[src/rtl/clk_div_pkg.sv]
// Shared types and helpers for the clock divider driver.
// Optional period counter is enabled by defining CLK_DIV_DRIVER_PERIOD_CNT_EN.
package clk_div_pkg;

  typedef enum logic [1:0] {
    IDLE      = 2'd0,
    RUN       = 2'd1,
    STOP_PEND = 2'd2
  } state_e;

  localparam int unsigned MIN_RATIO = 2;

  // Ratios below MIN_RATIO cannot form a high and a low phase.
  function automatic int unsigned clamp_ratio(input int unsigned r);
    return (r < MIN_RATIO) ? MIN_RATIO : r;
  endfunction

endpackage

[src/rtl/clk_div_ratio_hs.sv]
// Ratio load/acknowledge handshake: pending ratio, pending-valid flag and ack pulse.
module clk_div_ratio_hs
  import clk_div_pkg::*;
#(
  parameter int unsigned DIV_W = 4
) (
  input  logic             clk,
  input  logic             rst_n,
  input  logic [DIV_W-1:0] div_ratio_i,
  input  logic             ratio_ld_i,
  input  logic             apply_win_i,
  output logic [DIV_W-1:0] pend_ratio_o,
  output logic             apply_c,
  output logic             ratio_ack_o
);

  logic [DIV_W-1:0] pend_q, pend_d;
  logic             pv_q, pv_d;
  logic             ack_q, ack_d;

  assign apply_c = pv_q & apply_win_i;

  // A load in the apply cycle re-arms pending with the new value.
  always_comb begin
    pend_d = pend_q;
    pv_d   = pv_q;
    ack_d  = apply_c;
    if (ratio_ld_i) begin
      pend_d = DIV_W'(clamp_ratio(32'(div_ratio_i)));
      pv_d   = 1'b1;
    end else if (apply_c) begin
      pv_d = 1'b0;
    end
  end

  always_ff @(posedge clk or negedge rst_n) begin
    if (!rst_n) begin
      pend_q <= DIV_W'(MIN_RATIO);
      pv_q   <= 1'b0;
      ack_q  <= 1'b0;
    end else begin
      pend_q <= pend_d;
      pv_q   <= pv_d;
      ack_q  <= ack_d;
    end
  end

  assign pend_ratio_o = pend_q;
  assign ratio_ack_o  = ack_q;

endmodule

[src/rtl/clk_div_driver.sv]
// Glitch-free programmable clock divider; ratio/enable changes land on period boundaries.
// Define CLK_DIV_DRIVER_PERIOD_CNT_EN to add the 16-bit period_cnt output.
module clk_div_driver
  import clk_div_pkg::*;
#(
  parameter int unsigned DIV_W     = 4,
  parameter int unsigned RST_RATIO = 2
) (
  input  logic             CK,
  input  logic             RN,
  input  logic             en,
  input  logic [DIV_W-1:0] div_ratio,
  input  logic             ratio_ld,
  output logic             ratio_ack,
  output logic             clk_out,
  output logic             busy
`ifdef CLK_DIV_DRIVER_PERIOD_CNT_EN
  ,
  output logic [15:0]      period_cnt
`endif
);

  state_e           state_q, state_d;
  logic [DIV_W-1:0] cnt_q, cnt_d;
  logic [DIV_W-1:0] n_q, n_d;
  logic             clk_q, clk_d;
  logic             busy_q, busy_d;
  logic [DIV_W-1:0] pend_ratio;
  logic             apply_c;
  logic             running_c;
  logic             wrap_c;

  assign running_c = (state_q != IDLE);
  assign wrap_c    = running_c && (cnt_q == (n_q - DIV_W'(1)));

  clk_div_ratio_hs #(
    .DIV_W (DIV_W)
  ) u_ratio_hs (
    .clk          (CK),
    .rst_n        (RN),
    .div_ratio_i  (div_ratio),
    .ratio_ld_i   (ratio_ld),
    .apply_win_i  ((state_q == IDLE) || wrap_c),
    .pend_ratio_o (pend_ratio),
    .apply_c      (apply_c),
    .ratio_ack_o  (ratio_ack)
  );

  // Next-state, counter, active ratio and output waveform.
  always_comb begin
    state_d = state_q;
    cnt_d   = cnt_q;
    n_d     = n_q;
    clk_d   = 1'b0;
    busy_d  = 1'b0;
    unique case (state_q)
      IDLE:           if (en) state_d = RUN;
      RUN, STOP_PEND: begin
        if (en)          state_d = RUN;
        else if (wrap_c) state_d = IDLE;
        else             state_d = STOP_PEND;
      end
      default:        state_d = IDLE;
    endcase
    cnt_d  = (!running_c || wrap_c) ? '0 : cnt_q + DIV_W'(1);
    clk_d  = running_c && (cnt_q < (n_q >> 1));
    busy_d = (state_d != IDLE);
    if (apply_c) n_d = pend_ratio;
  end

  always_ff @(posedge CK or negedge RN) begin
    if (!RN) begin
      state_q <= IDLE;
      cnt_q   <= '0;
      n_q     <= DIV_W'(clamp_ratio(RST_RATIO));
      clk_q   <= 1'b0;
      busy_q  <= 1'b0;
    end else begin
      state_q <= state_d;
      cnt_q   <= cnt_d;
      n_q     <= n_d;
      clk_q   <= clk_d;
      busy_q  <= busy_d;
    end
  end

  assign clk_out = clk_q;
  assign busy    = busy_q;

`ifdef CLK_DIV_DRIVER_PERIOD_CNT_EN
  logic [15:0] pc_q, pc_d;

  // Counts completed periods since leaving IDLE.
  always_comb begin
    pc_d = pc_q;
    if (running_c && (state_d == IDLE)) pc_d = '0;
    else if (wrap_c)                    pc_d = pc_q + 16'd1;
  end

  always_ff @(posedge CK or negedge RN) begin
    if (!RN) pc_q <= '0;
    else     pc_q <= pc_d;
  end

  assign period_cnt = pc_q;
`endif

endmodule

[config.mk]
export PLATFORM = sky130hd
export DESIGN_NAME = clk_div_driver
export DESIGN_NICKNAME = d
export VERILOG_FILES = /design/src/rtl/clk_div_pkg.sv /design/src/rtl/clk_div_ratio_hs.sv /design/src/rtl/clk_div_driver.sv
export SDC_FILE = /design/constraint.sdc
export NUM_CORES = 1
export LEC_CHECK = 0
export CORE_ASPECT_RATIO = 0.6
export CORE_MARGIN = 1.5
export CORE_UTILIZATION = 38
export DETAILED_ROUTE_END_ITERATION = 7
export GPL_TIMING_DRIVEN = 0
export MAX_ROUTING_LAYER = met4
export PLACE_DENSITY_LB_ADDON = 0.2
export SYNTH_ARGS = -nofsm -noshare
export SYNTH_HDL_FRONTEND = slang
export SYNTH_SLANG_ARGS = --single-unit
[constraint.sdc]
create_clock -name CK -period 1.8 [get_ports CK]
set_input_delay 0.36 -clock CK [delete_from_list [all_inputs] [get_ports CK]]
set_output_delay 0.36 -clock CK [all_outputs]
set_load 0.02 [all_outputs]
==> results_dict.tcl <==
set metrics [dict create \
    gp_congestion 0.790 \
    required_ps 1940 \
    synthCells 101 \
    crit_path_max_incr_delay_ps 460 \
    fmax_ghz 0.529 \
    antenna_found_initial 0 \
    drt_iter0_drc 46 \
    crit_chain "inv_1 -> ha_4 -> xor2_4 -> nand2_4 -> or4_4 -> a21o_1" \
    power_mw 2.67 \
    design_area_um2 1290 \
    htree_levels 1 \
    netlist_top_cells_count "dfrtp_1, inv_1, nor2_1" \
    synth_warnings 0 \
    holdBufCountCts 0 \
    synthFlopType "dfrtp_1" \
    post_drt_wl_per_cell_um 15.7 \
    synth_edf_count 0 \
    drive_gt1_frac 0.215 \
    setup_viol_count_final 10 \
    cts_buffer_depth 2 \
    die_w_um 68.2 \
    coreArea_um2 2280 \
    path_class "register to register" \
    maxSlewHeadroom 0.460 \
    arrival_ps 2030 \
    fin_crit_sh 1.05 \
    postLayoutCoreUtil 0.566 \
    row_count 13 \
    hold_violations 0 \
    ant_nets 0 \
    synth_area_leader_cell "dfrtp_1" \
    grt_usage 0.184 \
    first_pass_iters 4 \
    io_buffers 10 \
    vdd_ir_drop_max_uv 688 \
    die_area_um2 2870 \
    seq_power_share 0.266 \
    diodes 0 \
    placed_area_um2 1130 \
    avgSynthCellArea_um2 9.59 \
    synth_top_area_share 0.413 \
    max_slew.worst_pin.slew_ps 808 \
    cts_buffers 3 \
    fill_cells 205 \
    yosysUniqueCellTypes 26 \
    clk_pin_slew_worst_paths_ps 70 \
    reg2reg_depth 6 \
    synthesis.area_um2 968 \
    syn_to_final_growth_pct 33.1 \
    endpoint_kind "register" \
    power.share.clock 0.106 \
    clock-sinks 18 \
    p_sw_frac 0.453 \
    io_pins 11 \
    hold_depth 2 \
    gr-total-overflow 0 \
    finalNetCount 137 \
    crit_fanout 6 \
    status "finished with violations" \
    finalWorstSetupSlack_ps -89.7 \
    clock_skew_ps 0.575 \
    drc 0 \
    cts_root_buf "clkbuf_8" \
    hp-class "register to register" \
    cts_tree "done" \
    synth_seq_cells 18 \
    yosysMostFrequentCell "dfrtp_1" \
    clock_latency_ps 250 \
    p_leak_nw 0.563 \
    via_count 845 \
    p_sw_mw 1.21 \
    start_util 0.425 \
    routed_wl_um 2370 \
    slew_violations 0 \
    synth.area.top_cells "dfrtp_1, ha_1, dfstp_2" \
    timing.hold.ws_ps 492 \
    die_h_um 42.1 \
    internal_power_mw 1.46 \
    violations "setup timing" \
    crit_path_top_delay_cell "dfrtp_1" \
    maxCapViolCount 0 \
    rsz0062_at_grt "yes" \
    grt_max_degree 19 \
    powerDensity_nw_per_um2 2070 \
    seq_area_frac_synth 0.468 \
    comb_power_share 0.628 \
    crit_path_start_kind "register" \
    grt_pass1_vias 807 \
    via_per_inst 5.60 \
    min_period_ps 1890 \
    syn-num-nets 115 \
    postSynth.asyncResetShare 1.00 \
    grt_pass1_wl_um 3750 \
    post-dp-hpwl_um 1520 \
]
[worst paths after layout]
check	from	end	slack, ps
max	n_q[0]$_DFFE_PN0P_	busy$_DFF_PN0_	-90
min	u_ratio_hs.pend_ratio_o[1]$_DFFE_PN1P_	u_ratio_hs.pend_ratio_o[1]$_DFFE_PN1P_	490
max reg2reg	n_q[0]$_DFFE_PN0P_	busy$_DFF_PN0_	-90
min reg2reg	u_ratio_hs.pend_ratio_o[1]$_DFFE_PN1P_	u_ratio_hs.pend_ratio_o[1]$_DFFE_PN1P_	490
max in group asynchronous	RN	u_ratio_hs.pv_q$_DFFE_PN0P_	730
min in group asynchronous	RN	u_ratio_hs.pend_ratio_o[3]$_DFFE_PN0P_	570
[cells by family after synthesis]
| group | share of synthesized area |
|---|---|
| simple gates | 0.172 |
| xor+xnor | 0.0724 |
| buf+inv | 0.0465 |
| flops | 0.468 |
| mux | 0.0233 |
| compound gates | 0.141 |
| fa+ha+maj | 0.0775 |
[timing repair]
| action | 4_1_cts | 5_1_grt |
|---|---|---|
| resized for setup | 10 | 3 |
| cloned | 0 | 0 |
| setup endpoints to repair | 12 | 12 |
| buffers inserted | 5 | 2 |
| pin swaps | 4 | 6 |
[power groups by stage]
stage / Combinational [mW] / Clock (mW) / Sequential (mW)
floorplan: 0.805 / 0 / 0.715
global placement: 1.09 / 0 / 0.699
detailed placement: 1.17 / 0 / 0.702
CTS: 1.48 / 0.290 / 0.702
global route: 1.84 / 0.308 / 0.726
finish: 1.68 / 0.282 / 0.711
[per-layer routing]
metal / track usage / routed length [µm] / up-vias
met4: 0.0520 / 39 / 0
met1: 0.254 / 1060 / 398
met2: 0.258 / 1100 / 44
met3: 0.0591 / 169 / 9
met5: - / 0 / -
li1: - / - / 394
[critical path: cells and delay by family, from the launching register on]
family | cells | cell delay [ps]
and+or+nand+nor | 2 | 530
DFF | 1 | 460
buffers and inverters | 1 | 110
AOI/OAI and AO/OA | 1 | 180
xor gates and xnor gates | 1 | 180
adders and majority gates | 1 | 310
[registers in the layout (all words and copies together) (netlist names)]
signal,flops
u_ratio_hs.ratio_ack_o,1
cnt_q,4
n_q,4
u_ratio_hs.pv_q,1
state_q,2
clk_out,1
u_ratio_hs.pend_ratio_o,4
busy,1
[layout make-up]
| class | count | area (µm²) | area share |
|---|---|---|---|
| Multi-Input combinational cell | 71 | 553 | 0.429 |
| Sequential cell | 18 | 453 | 0.351 |
| Timing Repair Buffer | 17 | 156 | 0.121 |
| Clock buffer | 3 | 41.3 | 0.0320 |
| Inverter | 10 | 40.0 | 0.0311 |
| Tap cell | 30 | 37.5 | 0.0291 |
| Buffer | 2 | 7.51 | 0.00583 |
[stage by stage]
stage,setup TNS (ps),instances,setup slack [ps]
floorplan,0,101,5.41
global placement,-1780,141,-279
detailed placement,-1880,141,-273
CTS,-218,149,-74.8
global route,-1050,151,-135
finish,-419,151,-89.7
[placed cells by master, fill, tap and decap left out, drive strengths merged]
master         netlist  layout
o31ai                1       1
o22ai                3       3
clkdlybuf4s50        0      10
nor3                 2       2
or2                  1       1
o311ai               3       3
a21o                 1       1
nand2                7       7
dfstp                2       2
nand3b               1       1
mux2                 2       2
inv                 10      10
nand2b               1       1
a2111oi              1       1
clkbuf               2       5
buf                  0       7
xnor2                5       5
o21ai                6       6
nand3                5       5
dfrtp               16      16
nor2                10      10
a21oi                6       6
or4                  4       4
and2                 2       2
ha                   6       6
xor2                 3       3
o21bai               1       1
No activity file was read; power rests on OpenSTA's default activity.
